### config.mk
export PLATFORM = sky130hd
export DESIGN_NAME = uart_tx_mmio
export DESIGN_NICKNAME = d
export VERILOG_FILES = /design/src/rtl/uart_tx_mmio.sv
export SDC_FILE = /design/constraint.sdc
export NUM_CORES = 1
export LEC_CHECK = 0
export CORE_MARGIN = 4
export CORE_UTILIZATION = 45
export CTS_CLUSTER_DIAMETER = 150
export DETAILED_ROUTE_END_ITERATION = 8
export PLACE_DENSITY = 0.75
export SETUP_SLACK_MARGIN = 0.05
export SYNTH_ARGS = -nofsm -noshare
export SYNTH_HDL_FRONTEND = slang
export SYNTH_SLANG_ARGS = --single-unit
### constraint.sdc
create_clock -name clk -period 3.35 [get_ports clk]
set_clock_uncertainty 0.1 [all_clocks]
set_input_delay 0.8375 -clock clk [delete_from_list [all_inputs] [get_ports clk]]
set_output_delay 0.8375 -clock clk [all_outputs]
set_load 0.01 [all_outputs]
### src/rtl/uart_tx_mmio.sv
// uart_tx_mmio: memory-mapped 8N1 UART transmitter on the core data port.
// Registers: TXDATA (push), STATUS (busy/full/empty/ovf/count), BAUDDIV.
// Build option: define UART_TX_FIFO_EN for a FIFO_DEPTH-entry TX FIFO;
// without it a single holding register buffers one byte.
module uart_tx_mmio #(
  parameter int DATA_WIDTH = 32,
  parameter int ADDR_WIDTH = 32,
  parameter int FIFO_DEPTH = 8,
  parameter int DIV_RESET  = 434
) (
  input  logic                  clk,
  input  logic                  rst,
  input  logic                  sel_i,
  input  logic [ADDR_WIDTH-1:0] addr_i,
  input  logic                  we_i,
  input  logic [3:0]            be_i,
  input  logic [DATA_WIDTH-1:0] data_i,
  output logic [DATA_WIDTH-1:0] data_o,
  output logic                  tx_o,
  output logic                  irq_o
);

  localparam logic [1:0] REG_TXDATA  = 2'd0;
  localparam logic [1:0] REG_STATUS  = 2'd1;
  localparam logic [1:0] REG_BAUDDIV = 2'd2;

  typedef enum logic [1:0] {
    ST_IDLE  = 2'd0,
    ST_START = 2'd1,
    ST_DATA  = 2'd2,
    ST_STOP  = 2'd3
  } state_e;

  state_e                state_q, state_d;
  logic [15:0]           div_q, div_d;
  logic [15:0]           cnt_q, cnt_d;
  logic [2:0]            bit_idx_q, bit_idx_d;
  logic [7:0]            shift_q, shift_d;
  logic                  ovf_q, ovf_d;
  logic                  tx_q, tx_d;
  logic                  irq_q, irq_d;
  logic [DATA_WIDTH-1:0] rdata_q, rdata_d;

  logic                  acc_wr_s;
  logic                  acc_rd_s;
  logic [1:0]            reg_sel_s;
  logic                  push_s;
  logic                  pop_s;
  logic                  ovf_set_s;
  logic                  busy_s;
  logic [15:0]           reload_s;
  logic                  fifo_empty_s;
  logic                  fifo_full_s;
  logic [7:0]            fifo_count_s;
  logic [7:0]            fifo_count_d_s;
  logic [7:0]            fifo_rdata_s;
  logic                  unused_s;

  assign reg_sel_s = addr_i[3:2];
  assign acc_wr_s  = sel_i & we_i;
  assign acc_rd_s  = sel_i & ~we_i;
  assign push_s    = acc_wr_s & (reg_sel_s == REG_TXDATA) & be_i[0];
  // A push into a full buffer is only lost when nothing leaves it this cycle.
  assign ovf_set_s = push_s & fifo_full_s & ~pop_s;
  assign busy_s    = (state_q != ST_IDLE);
  // Bit timer reload; a divider of 0 behaves like 1.
  assign reload_s  = (div_q == 16'd0) ? 16'd0 : (div_q - 16'd1);

  // Address bits outside [3:2], upper lanes and the depth parameter are not
  // otherwise needed in every build.
  assign unused_s = ^{addr_i[ADDR_WIDTH-1:4], addr_i[1:0], be_i[3:2],
                      data_i[DATA_WIDTH-1:16], (FIFO_DEPTH >= 2)};

`ifdef UART_TX_FIFO_EN
  localparam int PTR_W = $clog2(FIFO_DEPTH);

  logic [7:0]       mem_q [FIFO_DEPTH];
  logic [PTR_W-1:0] wptr_q, wptr_d;
  logic [PTR_W-1:0] rptr_q, rptr_d;
  logic [7:0]       count_q, count_d;
  logic             push_ok_s;

  assign fifo_empty_s   = (count_q == 8'd0);
  assign fifo_full_s    = (count_q == 8'(FIFO_DEPTH));
  assign fifo_rdata_s   = mem_q[rptr_q];
  assign fifo_count_s   = count_q;
  assign fifo_count_d_s = count_d;
  // Full buffer still accepts a push when the shifter pops in the same cycle.
  assign push_ok_s      = push_s & (~fifo_full_s | pop_s);

  // FIFO pointer and fill-count next state; pointers wrap naturally.
  always_comb begin
    wptr_d  = wptr_q;
    rptr_d  = rptr_q;
    count_d = count_q;
    if (push_ok_s) begin
      wptr_d = wptr_q + PTR_W'(1);
    end else begin
      wptr_d = wptr_q;
    end
    if (pop_s) begin
      rptr_d = rptr_q + PTR_W'(1);
    end else begin
      rptr_d = rptr_q;
    end
    case ({push_ok_s, pop_s})
      2'b10:   count_d = count_q + 8'd1;
      2'b01:   count_d = count_q - 8'd1;
      default: count_d = count_q;
    endcase
  end

  // FIFO control registers; reset flushes the queue.
  always_ff @(posedge clk) begin
    if (rst) begin
      wptr_q  <= {PTR_W{1'b0}};
      rptr_q  <= {PTR_W{1'b0}};
      count_q <= 8'd0;
    end else begin
      wptr_q  <= wptr_d;
      rptr_q  <= rptr_d;
      count_q <= count_d;
    end
  end

  // FIFO storage; contents are qualified by the count so no reset is needed.
  always_ff @(posedge clk) begin
    if (push_ok_s) begin
      mem_q[wptr_q] <= data_i[7:0];
    end
  end
`else
  logic [7:0] hold_q, hold_d;
  logic       hold_vld_q, hold_vld_d;
  logic       push_ok_s;

  assign fifo_empty_s   = ~hold_vld_q;
  assign fifo_full_s    = hold_vld_q;
  assign fifo_rdata_s   = hold_q;
  assign fifo_count_s   = {7'd0, hold_vld_q};
  assign fifo_count_d_s = {7'd0, hold_vld_d};
  assign push_ok_s      = push_s & (~fifo_full_s | pop_s);

  // Holding register next state: a push wins over a pop and keeps it valid.
  always_comb begin
    hold_d     = hold_q;
    hold_vld_d = hold_vld_q;
    if (push_ok_s) begin
      hold_d     = data_i[7:0];
      hold_vld_d = 1'b1;
    end else if (pop_s) begin
      hold_vld_d = 1'b0;
    end else begin
      hold_vld_d = hold_vld_q;
    end
  end

  // Holding register state; reset discards any pending byte.
  always_ff @(posedge clk) begin
    if (rst) begin
      hold_q     <= 8'd0;
      hold_vld_q <= 1'b0;
    end else begin
      hold_q     <= hold_d;
      hold_vld_q <= hold_vld_d;
    end
  end
`endif

  // Transmit FSM next state: bit timer, bit index, shifter and buffer pop.
  always_comb begin
    state_d   = state_q;
    cnt_d     = cnt_q;
    bit_idx_d = bit_idx_q;
    shift_d   = shift_q;
    pop_s     = 1'b0;
    case (state_q)
      ST_IDLE: begin
        if (!fifo_empty_s) begin
          pop_s   = 1'b1;
          shift_d = fifo_rdata_s;
          cnt_d   = reload_s;
          state_d = ST_START;
        end else begin
          state_d = ST_IDLE;
        end
      end
      ST_START: begin
        if (cnt_q == 16'd0) begin
          cnt_d     = reload_s;
          bit_idx_d = 3'd0;
          state_d   = ST_DATA;
        end else begin
          cnt_d = cnt_q - 16'd1;
        end
      end
      ST_DATA: begin
        if (cnt_q == 16'd0) begin
          cnt_d   = reload_s;
          shift_d = {1'b0, shift_q[7:1]};
          if (bit_idx_q == 3'd7) begin
            state_d = ST_STOP;
          end else begin
            bit_idx_d = bit_idx_q + 3'd1;
          end
        end else begin
          cnt_d = cnt_q - 16'd1;
        end
      end
      ST_STOP: begin
        if (cnt_q == 16'd0) begin
          // Chain straight into the next start bit when more data is queued.
          if (!fifo_empty_s) begin
            pop_s   = 1'b1;
            shift_d = fifo_rdata_s;
            cnt_d   = reload_s;
            state_d = ST_START;
          end else begin
            state_d = ST_IDLE;
          end
        end else begin
          cnt_d = cnt_q - 16'd1;
        end
      end
      default: begin
        state_d = ST_IDLE;
      end
    endcase
  end

  // Line level and interrupt next values; both are registered outputs.
  always_comb begin
    tx_d  = 1'b1;
    irq_d = (fifo_count_d_s == 8'd0) && (state_d == ST_IDLE);
    case (state_q)
      ST_IDLE:  tx_d = 1'b1;
      ST_START: tx_d = 1'b0;
      ST_DATA:  tx_d = shift_q[0];
      ST_STOP:  tx_d = 1'b1;
      default:  tx_d = 1'b1;
    endcase
  end

  // Register writes: BAUDDIV per byte lane, sticky overflow flag.
  always_comb begin
    div_d = div_q;
    ovf_d = ovf_q;
    if (acc_wr_s && (reg_sel_s == REG_BAUDDIV)) begin
      if (be_i[0]) begin
        div_d[7:0] = data_i[7:0];
      end else begin
        div_d[7:0] = div_q[7:0];
      end
      if (be_i[1]) begin
        div_d[15:8] = data_i[15:8];
      end else begin
        div_d[15:8] = div_q[15:8];
      end
    end else begin
      div_d = div_q;
    end
    if (ovf_set_s) begin
      ovf_d = 1'b1;
    end else if (acc_wr_s && (reg_sel_s == REG_STATUS) && be_i[0] && data_i[3]) begin
      ovf_d = 1'b0;
    end else begin
      ovf_d = ovf_q;
    end
  end

  // Read mux; data_o is zero after any cycle without a read.
  always_comb begin
    rdata_d = {DATA_WIDTH{1'b0}};
    if (acc_rd_s) begin
      case (reg_sel_s)
        REG_STATUS:  rdata_d[15:0] = {fifo_count_s, 4'd0, ovf_q, fifo_empty_s,
                                      fifo_full_s, busy_s};
        REG_BAUDDIV: rdata_d[15:0] = div_q;
        default:     rdata_d = {DATA_WIDTH{1'b0}};
      endcase
    end else begin
      rdata_d = {DATA_WIDTH{1'b0}};
    end
  end

  // State and output registers with synchronous reset.
  always_ff @(posedge clk) begin
    if (rst) begin
      state_q   <= ST_IDLE;
      div_q     <= 16'(DIV_RESET);
      cnt_q     <= 16'd0;
      bit_idx_q <= 3'd0;
      shift_q   <= 8'd0;
      ovf_q     <= 1'b0;
      tx_q      <= 1'b1;
      irq_q     <= 1'b1;
      rdata_q   <= {DATA_WIDTH{1'b0}};
    end else begin
      state_q   <= state_d;
      div_q     <= div_d;
      cnt_q     <= cnt_d;
      bit_idx_q <= bit_idx_d;
      shift_q   <= shift_d;
      ovf_q     <= ovf_d;
      tx_q      <= tx_d;
      irq_q     <= irq_d;
      rdata_q   <= rdata_d;
    end
  end

  assign data_o = rdata_q;
  assign tx_o   = tx_q;
  assign irq_o  = irq_q;

endmodule

==> results.tsv <==
metric	value	unit
Switching Fraction	27.0	%
number of synthesized flops with an enable pin	0	
Synth Cell Area	4040	um^2
CTS resizes	0	
Clock Power Share	40.1	%
Tmin final	2960	ps
CP Launch Type	flop	
synth unique cells	59	
YS warnings	0	
area grow syn2layout	15.4	%
clk slew on worst S/H paths	80	ps
largest net degree at the start of global routing	34	
GRT overflow	0	
CP required	3510	ps
Cells after Synth	490	
clock sinks	73	
RR Endpoint	cnt_q[2]$_SDFF_PP0_	
Util after Layout	53.5	%
Min-Delay Endpoint	bit_idx_q[1]$_SDFFE_PP0P_	
Non-Filler Instances	633	
DP Worst Slack	412	ps
worst hold start	bit_idx_q[1]$_SDFFE_PP0P_	
number of global-route vias before repair	3472	
Total Die Area	10600	um^2
Hold Vio Cnt, Final	0	
initial antenna violation count	0	
status	finished, final reports clean	
worst hold path type	flop to flop	
drt total wl	10200	um
# hold bufs at CTS	0	
port buffer count	41	
Max-Cap Viols	0	
Slew @ Worst Pin	814	ps
RSZ-0062 raised after global routing	no	
register area share after synthesis	36.2	%
Routed wire per std cell	16.2	um
CTS Buffer Depth	2	
Max FO, Critical Path	10	
CTS root buf	clkbuf_8	
Top FF cell, synth	dfxtp_1	
clock latency at the later pin of the worst-skew pair	360	ps
TritonCTS clock tree	done	
internal power	1.31	mW
Crit Reg-Reg Startpoint	cnt_q[6]$_SDFF_PP0_	
total setup buffers inserted after CTS	0	
Layout fillers	812	
row cnt	34	
Num CTS Buffers	9	
Final setup viols	0	
I/O pin cnt	106	
Crit Path Category	flop to flop	
Max Slew Vio Count	0	
chip width	103	um
vias per inst	5.75	
core area	8720	um^2
synthesized area per cell	8.25	um^2
share of post-route cells with drive strength above 1	6.86	%
kind of end point of the critical path	flop	
Yosys reg bits	73	
hpwl dp	7400	um
CTS H-Tree Depth	3	
setup TNS	0	ps
peak supply drop	0.256	mV
critical path arrival	3120	ps
Max transition margin	45.7	%
Nets	605	
DRC viols	0	
final worst-path setup slack	387	ps
First-pass DRT Iterations	4	
antenna viol nets, final	0	
fmax	337	MHz
ys async rst share	0	%
Leak	1.67	nW
starting density of the core	46.3	%
Die H	103	um
First DRT Iteration DRCs	218	
hold depth	2	
GP Congestion	0.890	
PD cells	384	nW/um^2
FF-to-FF path depth	6	
via count	3637	
sequential share of power	49.6	%
crit share post-route	88.4	%
Tot GR Track Use	19.7	%
R2R setup slack	390	ps
Sw Pwr	0.484	mW
combinational power share	10.4	%
first-pass GRT wire length	16500	um
placed insts	617	
ant diodes	0	
==> registers in the layout (all words and copies together) (netlist names) <==
name and cells:
div_q 16, fifo_full_s 1, data_o 16, irq_o 1, fifo_rdata_s 8, tx_o 1, state_q 2, ovf_q 1
shift_q 8, bit_idx_q 3, cnt_q 16
==> how the worst max path moves through the flow <==
| stage | startpoint | endpoint | cells past startpoint |
|---|---|---|---|
| after CTS | cnt_q[6]$_SDFF_PP0_ | fifo_rdata_s[3]$_SDFFE_PP0P_ | 6 |
| final | cnt_q[6]$_SDFF_PP0_ | cnt_q[2]$_SDFF_PP0_ | 6 |
| after detailed placement | cnt_q[6]$_SDFF_PP0_ | fifo_rdata_s[3]$_SDFFE_PP0P_ | 6 |
| after global placement | cnt_q[6]$_SDFF_PP0_ | fifo_rdata_s[0]$_SDFFE_PP0P_ | 6 |
| after global routing | cnt_q[6]$_SDFF_PP0_ | shift_q[1]$_SDFFE_PP0P_ | 6 |
| after floorplan | cnt_q[0]$_SDFF_PP0_ | cnt_q[15]$_SDFF_PP0_ | 9 |
==> routing by layer <==
layer	vias to the layer above	share of wire (%)	global-route usage, %
met5	-	0	0
met4	0	1.9	8.47
met3	20	6.4	4.19
met2	138	50	32.4
met1	1703	42	25.2
li1	1776	-	-
==> power by group through the flow <==
stage	Clock, mW	Combinational, mW	Sequential [mW]
after floorplan	0	0.131	0.904
after global placement	0	0.179	0.906
after detailed placement	0	0.182	0.907
after CTS	0.726	0.183	0.886
after global routing	0.762	0.204	0.888
final	0.717	0.186	0.887
==> cells in the final DEF, fill, tap and decap left out, types with 10 or more instances in the layout <==
cell,synthesis,routed
o21ai_0,13,13
a211oi_1,13,13
nor2_1,47,47
and2_1,13,13
nand2_1,59,59
dfxtp_1,73,73
inv_1,10,10
nand3_1,10,10
nor3_1,13,13
clkdlybuf4s50_1,0,41
ha_1,13,13
a21oi_1,37,37
xnor2_1,15,15
conb_1,1,16
mux2i_1,17,17
==> metrics by stage <==
| stage | cell area (um^2) | hold slack (ps) | power [mW] |
|---|---|---|---|
| finish | 4670 | 365 | 1.79 |
| global route | 4670 | 395 | 1.85 |
| CTS | 4670 | 368 | 1.80 |
| detailed placement | 4460 | 356 | 1.09 |
| global placement | 4460 | 346 | 1.09 |
| floorplan | 4100 | 336 | 1.03 |
==> area by class of cell <==
| class | count | area (um^2) | share of cell area (%) |
|---|---|---|---|
| multi-input combinational | 374 | 2350 | 50.3 |
| sequential | 73 | 1460 | 31.3 |
| timing repair buffer | 49 | 470 | 10.1 |
| tap | 108 | 135 | 2.90 |
| clock buffer | 9 | 124 | 2.65 |
| clock inverter | 7 | 77.6 | 1.66 |
| inverter | 13 | 48.8 | 1.05 |
==> critical path, cell delays in order, from the launching register on <==
cell and delay (ps):
dfxtp_1 360, or4_1 760, nor4_4 670, a21oi_1 220, nor2_1 460, o21ai_0 180
o41ai_1 100
==> cells in the mapped netlist, drive strengths merged (13+ instances only) <==
| master | n | share of area, % |
|---|---|---|
| nor2 | 47 | 4.4 |
| and2 | 13 | 2.0 |
| a21oi | 37 | 4.6 |
| a211oi | 13 | 2.4 |
| nand2 | 59 | 5.5 |
| buf | 22 | 3.8 |
| dfxtp | 73 | 36 |
| mux2i | 17 | 4.2 |
| clkbuf | 23 | 2.1 |
| o21ai | 14 | 1.7 |
| xnor2 | 15 | 3.3 |
| ha | 13 | 4.0 |
| nor3 | 14 | 2.0 |
==> cell families after synthesis <==
logic type	count (synthesis)	synth area share, %
multiplexers	17	4.21
flip-flops	73	36.2
buffers and inverters	58	7.12
AND/OR/NAND/NOR	194	25.1
adder cells (fa/ha/maj)	13	4.02
XOR/XNOR	23	4.98
other	1	0.0928
AO/OA/AOI/OAI	111	18.3
Note: power is estimated with default switching activity, not from simulation.
